--- src/rtl/axis_chan_sched.sv ---
// Round-robin scheduler that packs bytes from NUM_CH first-word-fall-through byte FIFOs
// into LOGIC_SIZE-bit AXI-Stream words, one channel per word, tagged with its source channel.
module axis_chan_sched #(
    parameter int LOGIC_SIZE = 32,
    parameter int NUM_CH     = 4
) (
    input  logic                      s_axis_aclk,
    input  logic                      s_axis_reset_n,
    input  logic [NUM_CH-1:0]         r_empty,
    input  logic [NUM_CH*8-1:0]       i_from_fifo,
    output logic [NUM_CH-1:0]         r_req,
    output logic [LOGIC_SIZE-1:0]     s_axis_tdata,
    output logic [$clog2(NUM_CH)-1:0] s_axis_tdest,
    output logic                      s_axis_valid,
    input  logic                      s_axis_ready
);

    localparam int BYTES = LOGIC_SIZE / 8;
    localparam int CNT_W = $clog2(BYTES);
    localparam int PTR_W = $clog2(NUM_CH);
    localparam logic [CNT_W-1:0] LAST_CNT = CNT_W'(BYTES - 1);

    // Output handshake: s_axis_valid is a pure function of state, so it never
    // depends on s_axis_ready; once raised it holds, with tdata/tdest stable,
    // until the edge where s_axis_valid && s_axis_ready completes the transfer.
    typedef enum logic [1:0] {IDLE, GATHER, SEND} state_t;

    state_t            state;
    state_t            state_nxt;
    logic [PTR_W-1:0]  grant;
    logic [PTR_W-1:0]  last_grant;
    logic [PTR_W-1:0]  pick;
    logic              found;
    logic [CNT_W-1:0]  cnt;
    logic [LOGIC_SIZE-1:0] word;
    logic              take;
    logic [7:0]        head;

    // First non-empty channel after the last granted one, wrapping around.
    always_comb begin
        found = 1'b0;
        pick  = '0;
        for (int i = 1; i <= NUM_CH; i++) begin
            if (!found && !r_empty[(int'(last_grant) + i) % NUM_CH]) begin
                found = 1'b1;
                pick  = PTR_W'((int'(last_grant) + i) % NUM_CH);
            end
        end
    end

    assign head = i_from_fifo[int'(grant)*8 +: 8];
    assign take = (state == GATHER) && !r_empty[grant];

    always_comb begin
        r_req        = '0;
        r_req[grant] = take;
    end

    always_comb begin
        state_nxt = state;
        case (state)
            IDLE:    if (found) state_nxt = GATHER;
            GATHER:  if (take && (cnt == LAST_CNT)) state_nxt = SEND;
            SEND:    if (s_axis_ready) state_nxt = IDLE;
            default: state_nxt = IDLE;
        endcase
    end

    always_ff @(posedge s_axis_aclk or negedge s_axis_reset_n) begin
        if (!s_axis_reset_n) begin
            state <= IDLE;
        end else begin
            state <= state_nxt;
        end
    end

    // Grant is only reloaded from IDLE, so a stalled word keeps its channel.
    always_ff @(posedge s_axis_aclk or negedge s_axis_reset_n) begin
        if (!s_axis_reset_n) begin
            grant      <= '0;
            last_grant <= PTR_W'(NUM_CH - 1);
            cnt        <= '0;
            word       <= '0;
        end else begin
            if ((state == IDLE) && found) begin
                grant <= pick;
                cnt   <= '0;
            end
            if (take) begin
                word[int'(cnt)*8 +: 8] <= head;
                cnt <= (cnt == LAST_CNT) ? '0 : cnt + CNT_W'(1);
            end
            if ((state == SEND) && s_axis_ready) begin
                last_grant <= grant;
            end
        end
    end

    assign s_axis_valid = (state == SEND);
    assign s_axis_tdata = word;
    assign s_axis_tdest = grant;

endmodule

--- config.mk ---
export PLATFORM = sky130hd
export DESIGN_NAME = axis_chan_sched
export DESIGN_NICKNAME = d
export VERILOG_FILES = /design/src/rtl/axis_chan_sched.sv
export SDC_FILE = /design/constraint.sdc
export NUM_CORES = 1
export LEC_CHECK = 0
export CAP_MARGIN = 10
export CELL_PAD_IN_SITES_DETAIL_PLACEMENT = 0
export CELL_PAD_IN_SITES_GLOBAL_PLACEMENT = 2
export CORE_MARGIN = 2
export CORE_UTILIZATION = 24
export CTS_BUF_LIST = sky130_fd_sc_hd__clkbuf_8 sky130_fd_sc_hd__clkbuf_16
export DETAILED_ROUTE_END_ITERATION = 16
export PLACE_DENSITY = 0.75
export SLEW_MARGIN = 20
export SYNTH_ARGS = -nofsm -noshare
export SYNTH_HDL_FRONTEND = slang
export SYNTH_SLANG_ARGS = --single-unit
export TNS_END_PERCENT = 20
--- constraint.sdc ---
create_clock -name s_axis_aclk -period 1.71 [get_ports s_axis_aclk]
set_input_delay 0.342 -clock s_axis_aclk [delete_from_list [all_inputs] [get_ports s_axis_aclk]]
set_output_delay 0.342 -clock s_axis_aclk [all_outputs]
set_load 0.02 [all_outputs]
# After elaboration in Yosys (flattened, before gate mapping)
# Cells that the tools add are included.
# classes
n_addsub	6
n_shift	3
order_cmp	6
n_eq_ne	6
muxes	32
n_reduce_logical	21
bitwise_logic	5
# op_table
cell	n
negation 5 -> 33 bit	1
variable shift 8 x 33 -> 32 bit (first input constant)	1
indexed part select 8 x 33 -> 32 bit	1
bitwise mux 32 bit	1
indexed part select 32 x 6 -> 8 bit	1
two-way mux 2 bit	10
< comparator 3 x 4 -> 1 bit (second input constant)	4
two-way mux 1 bit	14
binary-select mux 1 bit (select 2 bit)	5
logical AND 1 bit	8
OR reduction 2 bit	4
adder 2 x 1 -> 2 bit (second input constant)	3
logical NOT 1 bit	6
case mux 2 bit (3 select lines)	1
adder 2 bit (second input constant)	2
AND 1 bit (first input constant)	4
AND 4 bit	1
== test 2 bit (second input constant)	2
inequality test 2 x 1 -> 1 bit (second input constant)	2
< comparator 2 x 3 -> 1 bit (second input constant)	1
AND reduction 3 bit	1
demux 1 bit (select 2 bit)	1
== test 2 x 1 -> 1 bit (second input constant)	1
>= comparator 2 x 1 -> 1 bit (second input constant)	1
other kinds (3)	3
# totals
wordCells	84
out_inout_bits	39
regBits	40
input_bits	39

# Depth between registers and ports, before layout
# Gate-level depths: netlist (run 1).
# logic_depth
depth_word	18
mapped_depth	6
depth_no_buf	5

# Worst setup path before layout (run 1)
# OpenSTA, ideal clock, no wires.
# synth_timing
kind	flip-flop to output port
start	register grant[0], in the netlist s_axis_tdest[0]
end	output port r_req[2]
arrival_time_ns	2.007
path_stages_with_launch	5
t_required_ns	1.368
setup_slack_ns	-0.639
n_path_buf	1
path_cell_list	dfrtp_1 -> buf_6 -> mux2_4 -> a2111oi_4 -> nor3b_1
# synth_via
elab_chain_len	5
word_cells_on_any_way	10
cone_classes	2 x order compare; 4 x mux; 1 x bitwise; 3 x reduce/logical
# synth_lines
element	line_no	source
start: declaration	30	logic [PTR_W-1:0] grant;
start signal: assignment	86	grant <= pick;
< comparator 2 x 3 -> 1 bit (implied by the code) (tied with other cells)	56	r_req[grant] = take;
logical AND 1 bit (implied by the code) or two-way mux 1 bit (tied branches)	56, 52	
two-way mux 1 bit (implied by the code) or logical NOT 1 bit (tied branches)	56, 52	
demux 1 bit (select 2 bit) or logical AND 1 bit (tied branches)	56, 52	
AND 4 bit (no source line) (*)	--	
end: declaration	11	output logic [NUM_CH-1:0] r_req,
# Mark *: on every way between the ends. The rest lies on a longest branch, timed or not. The select of a mux whose other input is x is not followed.

# Worst setup path in the final report (run 1)
# Ends and elaborated chain as after synthesis.

==> summary.txt, run 1 <==
Synthesis
  • Synthesized flop and latch total: 40
  • Mean Syn Cell Area: 10.4 um2
  • Share of synthesized area occupied by flip-flops and latches: 45.8%
  • Syn Std Cell Area: 2190 um2
  • Syn Inst Count: 210
  • Synth Warn #: 0
  • Syn Nets: 254
  • Unique masters post-synth: 31

Critical path
  • Top Family by Delay on Critical Path: flip-flops
  • Bufs and invs on worst path: 1
  • Crit end category: output pin
  • Cells along the critical path: mux2_4, a2111oi_4, nor3b_4, buf_6
  • Crit path largest cell delay: 0.44 ns
  • Kind of critical path: flop to output pin
  • WP data arrival: 1.77 ns
  • Type of origin of the critical path: flop
  • Reg2reg setup slack: -0.11 ns
  • Largest fanout on the critical path: 4
  • CP max-delay cell: dfrtp_2
  • Required time worst endpoint: 1.37 ns

Power
  • Net Switching: 2.50 mW
  • Pwr per Cell Area: 1740 nW/um2
  • Clock group share of total power: 13.3%
  • Leakage: 1.55 nW
  • Logic pwr share: 60.7%
  • Register share of total power: 26.1%
  • Sw frac: 40.9%
  • Peak VDD IR: 673 uV
  • Pint: 3.61 mW

Timing
  • Minimum clock period: 2.11 ns
  • Achievable frequency: 0.473 GHz
  • Setup Viol. Count Final: 35
  • Final Hold Fails: 0
  • Slew @ Worst Pin: 0.472 ns
  • RSZ-0062 raised after global routing: yes
  • Tcrit/Tclk final: 124%
  • Post-Route Skew: 0.00703 ns
  • Slew margin rel.: 68.5%
  • Setup slack after layout: -0.402 ns
  • Setup TNS: -2.01 ns
  • Fin. max-slew vios: 0

Status
  • Failing checks: negative setup slack
  • Status: finished with violations

Die
  • Cell Rows: 34
  • Die height: 99.6 um
  • CORE AREA: 8810 um2
  • Initial Utilization: 24.9%
  • DIE AREA: 9920 um2
  • I/O pin cnt: 78
  • Chip width: 99.6 um

Routing
  • Vias: 1841
  • Routed WL: 6.34 mm
  • DR pass1 iterations: 4
  • Wirelength per Cell: 14.9 um
  • DRT antenna net count: 0
  • Drt initial violations: 59
  • Routed vias/inst: 4.32
  • Remaining DRCs: 0

Global route
  • Vias in the first global route: 1917
  • First-pass GRT wire length: 10.1 mm
  • Largest net degree at the start of global routing: 26
  • GR Util All Layers: 13.4%
  • Global-route congestion overflow total: 0
  • Antenna violations before repair: 1

Cells and area
  • Util after Layout: 39.9%
  • Final instance area: 3510 um2
  • Nets: 361
  • Filler cells: 845
  • Inserted Diodes: 0
  • Final Non-Filler Cells: 426
  • Storage element area: 1000 um2
  • Area occupied by multi-input gates: 1090 um2
  • Share of post-route cells with drive strength above 1: 19.2%
  • Layout area overhead: 60.2%

Place
  • HPWL after DPL: 4.91 mm
  • Post-Place Cells: 413
  • Final GP Congestion: 0.855
  • Port Buffer Count: 77
  • Placement Cell Area: 3270 um2
  • Place WS: -0.883 ns

Clocking
  • H-tree depth: 2
  • Clock sink total: 40
  • CTS root buffer: clkbuf_8
  • Clk slew on worst S/H paths: 0.09 ns
  • TritonCTS clock tree: built
  • CTS Buffer Depth: 2
  • Worst skew pair latency: 0.30 ns
  • Clock buffer count from CTS: 5

Flow run
  • Max cap viols: 0

Worst hold path
  • HP Class: flop to flop
-- synth_stat cells (all sizes together) --
master	n	share of area, %
inv	37	6.3
dfstp	2	2.4
nor2	4	0.68
nor2b	1	0.29
nand2b	1	0.29
ha	5	2.9
mux2i	32	15
o21ai	8	1.8
a2111oi	1	1.3
and3b	1	0.40
and3	2	0.57
dfrtp	38	43
mux4	8	8.9
nand2	47	8.3
clkbuf	1	0.17
buf	4	1.5
nor3b	4	1.4
nor3	3	0.68
and2	1	0.29
or3	1	0.29
and4b	1	0.46
mux2	2	1.2
nor4	1	0.29
a211oi	2	0.68
nand4	1	0.29
a21o	1	0.34
a32o	1	0.46
-- tightest hold or removal path, stage by stage (launching register included) --
cell and delay (ns):
dfrtp_1 0.38, inv_1 0.05, mux2i_1 0.05
-- cells by family (layout without fill, tap and decap cells) --
logic type | Yosys count | in the layout | synth area share [%]
mux | 42 | 42 | 24.7
buf+inv | 42 | 150 | 7.99
flops | 40 | 40 | 45.8
fa+ha+maj | 5 | 5 | 2.85
compound gates | 13 | 13 | 4.56
simple gates | 68 | 68 | 14.1
-- flip-flops by register name, indices dropped and copies added (netlist names) --
| register | cells |
|---|---|
| state | 2 |
| s_axis_tdest | 2 |
| s_axis_tdata | 32 |
| last_grant | 2 |
| cnt | 2 |
-- per-layer routing --
metal / GRT usage (%) / vias to the layer above / wire length, um
li1: - / 906 / -
met1: 17.8 / 860 / 2940
met2: 21.3 / 65 / 2880
met3: 4.29 / 8 / 437
met4: 3.48 / 2 / 70
met5: 0 / - / 13
-- power groups by stage --
stage	Clock, mW	Combinational (mW)	Sequential, mW
4_1_cts	0.841	3.79	1.61
3_3_place_gp	0	3.42	1.62
6_report	0.812	3.70	1.59
2_1_floorplan	0	1.49	2.01
5_1_grt	0.881	4.01	1.65
3_5_place_dp	0	3.45	1.62
-- worst paths after layout --
check / start / end / cells after the start
worst max-delay path: s_axis_tdest[0]$_DFFE_PN0P_ / r_req[2] / 4
worst min-delay path: s_axis_tdata[9]$_DFFE_PN0P_ / s_axis_tdata[9]$_DFFE_PN0P_ / 2
worst max register to register: s_axis_tdest[0]$_DFFE_PN0P_ / s_axis_tdata[24]$_DFFE_PN0P_ / 6
worst min register to register: s_axis_tdata[9]$_DFFE_PN0P_ / s_axis_tdata[9]$_DFFE_PN0P_ / 2
max in group asynchronous: s_axis_reset_n / s_axis_tdata[8]$_DFFE_PN0P_ / 3
min in group asynchronous: s_axis_reset_n / s_axis_tdata[13]$_DFFE_PN0P_ / 2
-- through the flow --
step | power [mW] | hold slack, ns
final | 6.11 | 0.521
after global routing | 6.55 | 0.538
after global placement | 5.04 | 0.312
after CTS | 6.24 | 0.520
after floorplan | 3.50 | 0.0464
after detailed placement | 5.08 | 0.322
-- repair_timing --
| action | 4_1_cts | 5_1_grt |
|---|---|---|
| endpoints found under the setup margin | 37 | 37 |
| hold endpoints to repair | 13 | 0 |
| hold buffers | 1 | 0 |
| setup buffers | 4 | 2 |
| resized for setup | 47 | 3 |
| gates cloned | 0 | 0 |
| pin swaps | 2 | 1 |
-- area by class of cell --
type | instances | area share, %
Inverter | 37 | 3.95
Clock buffer | 5 | 1.96
Timing Repair Buffer | 105 | 29.3
Tap cell | 108 | 3.84
Sequential cell | 40 | 28.6
Multi-Input combinational cell | 128 | 31.0
Clock inverter | 3 | 1.35
-- cell usage in the layout (no fill, tap or decap), types with 2 or more instances in the layout --
cell	count
a211oi_1	2
buf_12	3
buf_4	22
buf_6	6
clkbuf_8	5
clkdlybuf4s15_2	2
clkdlybuf4s50_1	69
clkinv_4	2
dfrtp_1	37
dfstp_2	2
ha_1	5
inv_1	37
mux2i_1	32
mux4_1	4
mux4_2	4
nand2_1	45
nand2_8	2
nor2_1	3
nor3_1	3
nor3b_1	3
o21ai_0	6
o21ai_1	2
(Power assumes the default switching activity.)
==> run 2: changes to the inputs <==
--- a/config.mk
+++ b/config.mk
@@ -13,7 +13,7 @@
 export CTS_BUF_LIST = sky130_fd_sc_hd__clkbuf_8 sky130_fd_sc_hd__clkbuf_16
 export DETAILED_ROUTE_END_ITERATION = 16
 export PLACE_DENSITY = 0.75
-export SLEW_MARGIN = 20
+export SKIP_LAST_GASP = 1
 export SYNTH_ARGS = -nofsm -noshare
 export SYNTH_HDL_FRONTEND = slang
 export SYNTH_SLANG_ARGS = --single-unit
==> summary.txt, run 2 (synthesis gave the netlist of run 1 again) <==
Place
  • Port Buffer Count: 77 (unchanged)
  • HPWL after DPL: 4.91 mm (unchanged)
  • Final GP Congestion: 0.855 (unchanged)
  • Post-Place Cells: 413 (unchanged)

Routing
  • DR pass1 iterations: 4 (unchanged)
  • Drt initial violations: 67 (+14%)
  • DRT antenna net count: 0 (unchanged)
  • Vias: 1837 (-0.22%)
  • Routed WL: 6.36 mm (+0.30%)
  • Routed vias/inst: 4.30 (-0.45%)
  • Wirelength per Cell: 14.9 um (about the same)
  • Remaining DRCs: 0 (unchanged)

Status
  • Status: finished with violations
  • Failing checks: negative setup slack

Timing
  • Slew margin rel.: 69.1% (+0.60 points)
  • Setup slack after layout: -0.408 ns (-0.00607 ns)
  • Achievable frequency: 0.472 GHz (-0.29%)
  • Fin. max-slew vios: 0 (unchanged)
  • Tcrit/Tclk final: 124% (+0.35 points)
  • Setup Viol. Count Final: 36 (+2.9%)
  • Post-Route Skew: 0.00726 ns (+0.000230 ns)
  • Slew @ Worst Pin: 0.463 ns (-0.00895 ns)
  • RSZ-0062 raised after global routing: yes
  • Final Hold Fails: 0 (unchanged)
  • Minimum clock period: 2.12 ns (+0.00607 ns)

Cells and area
  • Inserted Diodes: 0 (unchanged)
  • Share of post-route cells with drive strength above 1: 19.1% (-0.060 points)
  • Nets: 362 (+0.28%)
  • Layout area overhead: 60.6%
  • Most common cell after layout, fill and taps aside: clkdlybuf4s50_1
  • Max FFs per register: 32 (unchanged)
  • Most frequent cells in the layout: clkdlybuf4s50_1 (70), nand2_1 (45), inv_1 (37), dfrtp_1 (37), mux2i_1 (32)
  • Final Non-Filler Cells: 427 (+0.23%)
  • Util after Layout: 40.0% (+0.10 points)

Die
  • DIE AREA: 9920 um2 (unchanged)
  • Initial Utilization: 24.9% (unchanged)
  • Chip width: 99.6 um (unchanged)
  • CORE AREA: 8810 um2 (unchanged)
  • Die height: 99.6 um (unchanged)
  • I/O pin cnt: 78 (unchanged)
  • Cell Rows: 34 (unchanged)

Critical path
  • Type of origin of the critical path: flop
  • Largest fanout on the critical path: 4 (unchanged)
  • WP data arrival: 1.78 ns (about the same)
  • Kind of critical path: flop to output pin
  • Required time worst endpoint: 1.37 ns (about the same)
  • Crit end category: output pin
  • Worst reg2reg path depth: 7 (+1)
  • Reg2reg setup slack: -0.12 ns (about the same)

Power
  • Peak VDD IR: 660 uV (-2.0%)
  • Sw frac: 40.7% (-0.22 points)
  • Leakage: 1.55 nW (+0.25%)
  • Net Switching: 2.52 mW (+0.85%)
  • Register share of total power: 25.7% (-0.4 points)
  • Logic pwr share: 61.2% (+0.5 points)
  • Clock group share of total power: 13.1% (-0.2 points)
  • Pwr per Cell Area: 1760 nW/um2 (+1.1%)
  • Pint: 3.67 mW (+1.8%)

Global route
  • GR Util All Layers: 13.4% (-0.015 points)
  • Vias in the first global route: 1910 (-0.37%)
  • First-pass GRT wire length: 10.1 mm (about the same)
  • Largest net degree at the start of global routing: 26 (unchanged)
  • Antenna violations before repair: 1 (unchanged)
  • Global-route congestion overflow total: 0 (unchanged)

Clocking
  • Clk slew on worst S/H paths: 0.09 ns (about the same)
  • TritonCTS clock tree: built
  • Clock sink total: 40 (unchanged)
  • CTS root buffer: clkbuf_8
  • Worst skew pair latency: 0.30 ns (about the same)
  • Clock buffer count from CTS: 5 (unchanged)
  • H-tree depth: 2 (unchanged)
  • CTS Buffer Depth: 2 (unchanged)

Worst hold path
  • HP Class: input pin to asynchronous set/reset pin

Flow run
  • Max cap viols: 0 (unchanged)
-- run 2: changes by cell type in the layout (fill, tap and decap cells not counted), sizes merged --
cell	change
buf	+1
clkdlybuf4s50	+1
dlygate4sd2	-1
-- run 2: layer usage --
metal  share of wire, %  wire length [um]  vias to the layer above  track usage [%]
li1                   -                 -                      908                -
met1                 46              2940                      854             17.6
met2                 46              2900                       65             21.5
met3                6.7               424                        8             4.29
met4                1.1                73                        2             3.48
met5               0.20                13                        -                0
-- run 2: final cells by class --
| class | count | area, um2 |
|---|---|---|
| inverter | 37 | 139 |
| clock buffer | 5 | 68.8 |
| multi-input combinational | 128 | 1090 |
| fill | 849 | 5280 |
| timing repair buffer | 106 | 1040 |
| clock inverter | 3 | 47.5 |
| sequential | 40 | 1000 |
| tap | 108 | 135 |
-- run 2: what timing repair did --
action                                 CTS  global route
gates resized for setup                 38             5
pin swaps                                2             1
endpoints found under the hold margin   13             0
setup endpoints to repair               37            38
buffers inserted                         4             3
hold buffers                             1             0
-- run 2: worst max-delay path, stage by stage (launching register included) --
cell       delay, ns
dfrtp_2         0.44
mux2_4          0.32
a2111oi_4       0.33
nor3b_4         0.25
buf_6           0.14
-- run 2: path summary, 6_finish.rpt --
check                                            start                          end
max                        s_axis_tdest[0]$_DFFE_PN0P_                     r_req[2]
max reg2reg                s_axis_tdest[0]$_DFFE_PN0P_  s_axis_tdata[6]$_DFFE_PN0P_
min in group s_axis_aclk   s_axis_tdata[9]$_DFFE_PN0P_  s_axis_tdata[9]$_DFFE_PN0P_
min                                     s_axis_reset_n  s_axis_tdest[0]$_DFFE_PN0P_
min reg2reg                s_axis_tdata[9]$_DFFE_PN0P_  s_axis_tdata[9]$_DFFE_PN0P_
max in group asynchronous               s_axis_reset_n  s_axis_tdata[8]$_DFFE_PN0P_
-- run 2: through the flow --
stage	hold slack, ns	setup WS (ns)	instance area, um2	total power [mW]	TNS [ns]
floorplan	0.0464	-0.341	2210	3.50	-5.28
global placement	0.312	-0.881	3270	5.04	-15.50
detailed placement	0.322	-0.883	3270	5.08	-15.53
CTS	0.520	-0.429	3480	6.14	-6.12
global route	0.538	-0.488	3520	6.63	-6.49
finish	0.521	-0.408	3520	6.19	-3.21
-- run 2: power groups by stage --
stage	clock [mW]	combinational (mW)	sequential [mW]
after floorplan	0	1.49	2.01
after global placement	0	3.42	1.62
after detailed placement	0	3.45	1.62
after CTS	0.841	3.69	1.60
after global routing	0.881	4.10	1.65
final	0.813	3.79	1.59
==> run 3: changes to the inputs <==
--- a/config.mk
+++ b/config.mk
@@ -14,6 +14,7 @@
 export DETAILED_ROUTE_END_ITERATION = 16
 export PLACE_DENSITY = 0.75
 export SKIP_LAST_GASP = 1
+export SLEW_MARGIN = 10
 export SYNTH_ARGS = -nofsm -noshare
 export SYNTH_HDL_FRONTEND = slang
 export SYNTH_SLANG_ARGS = --single-unit
==> results of run 3 <==
Same layout as run 2: the final DEF is identical, and so are final timing and power.
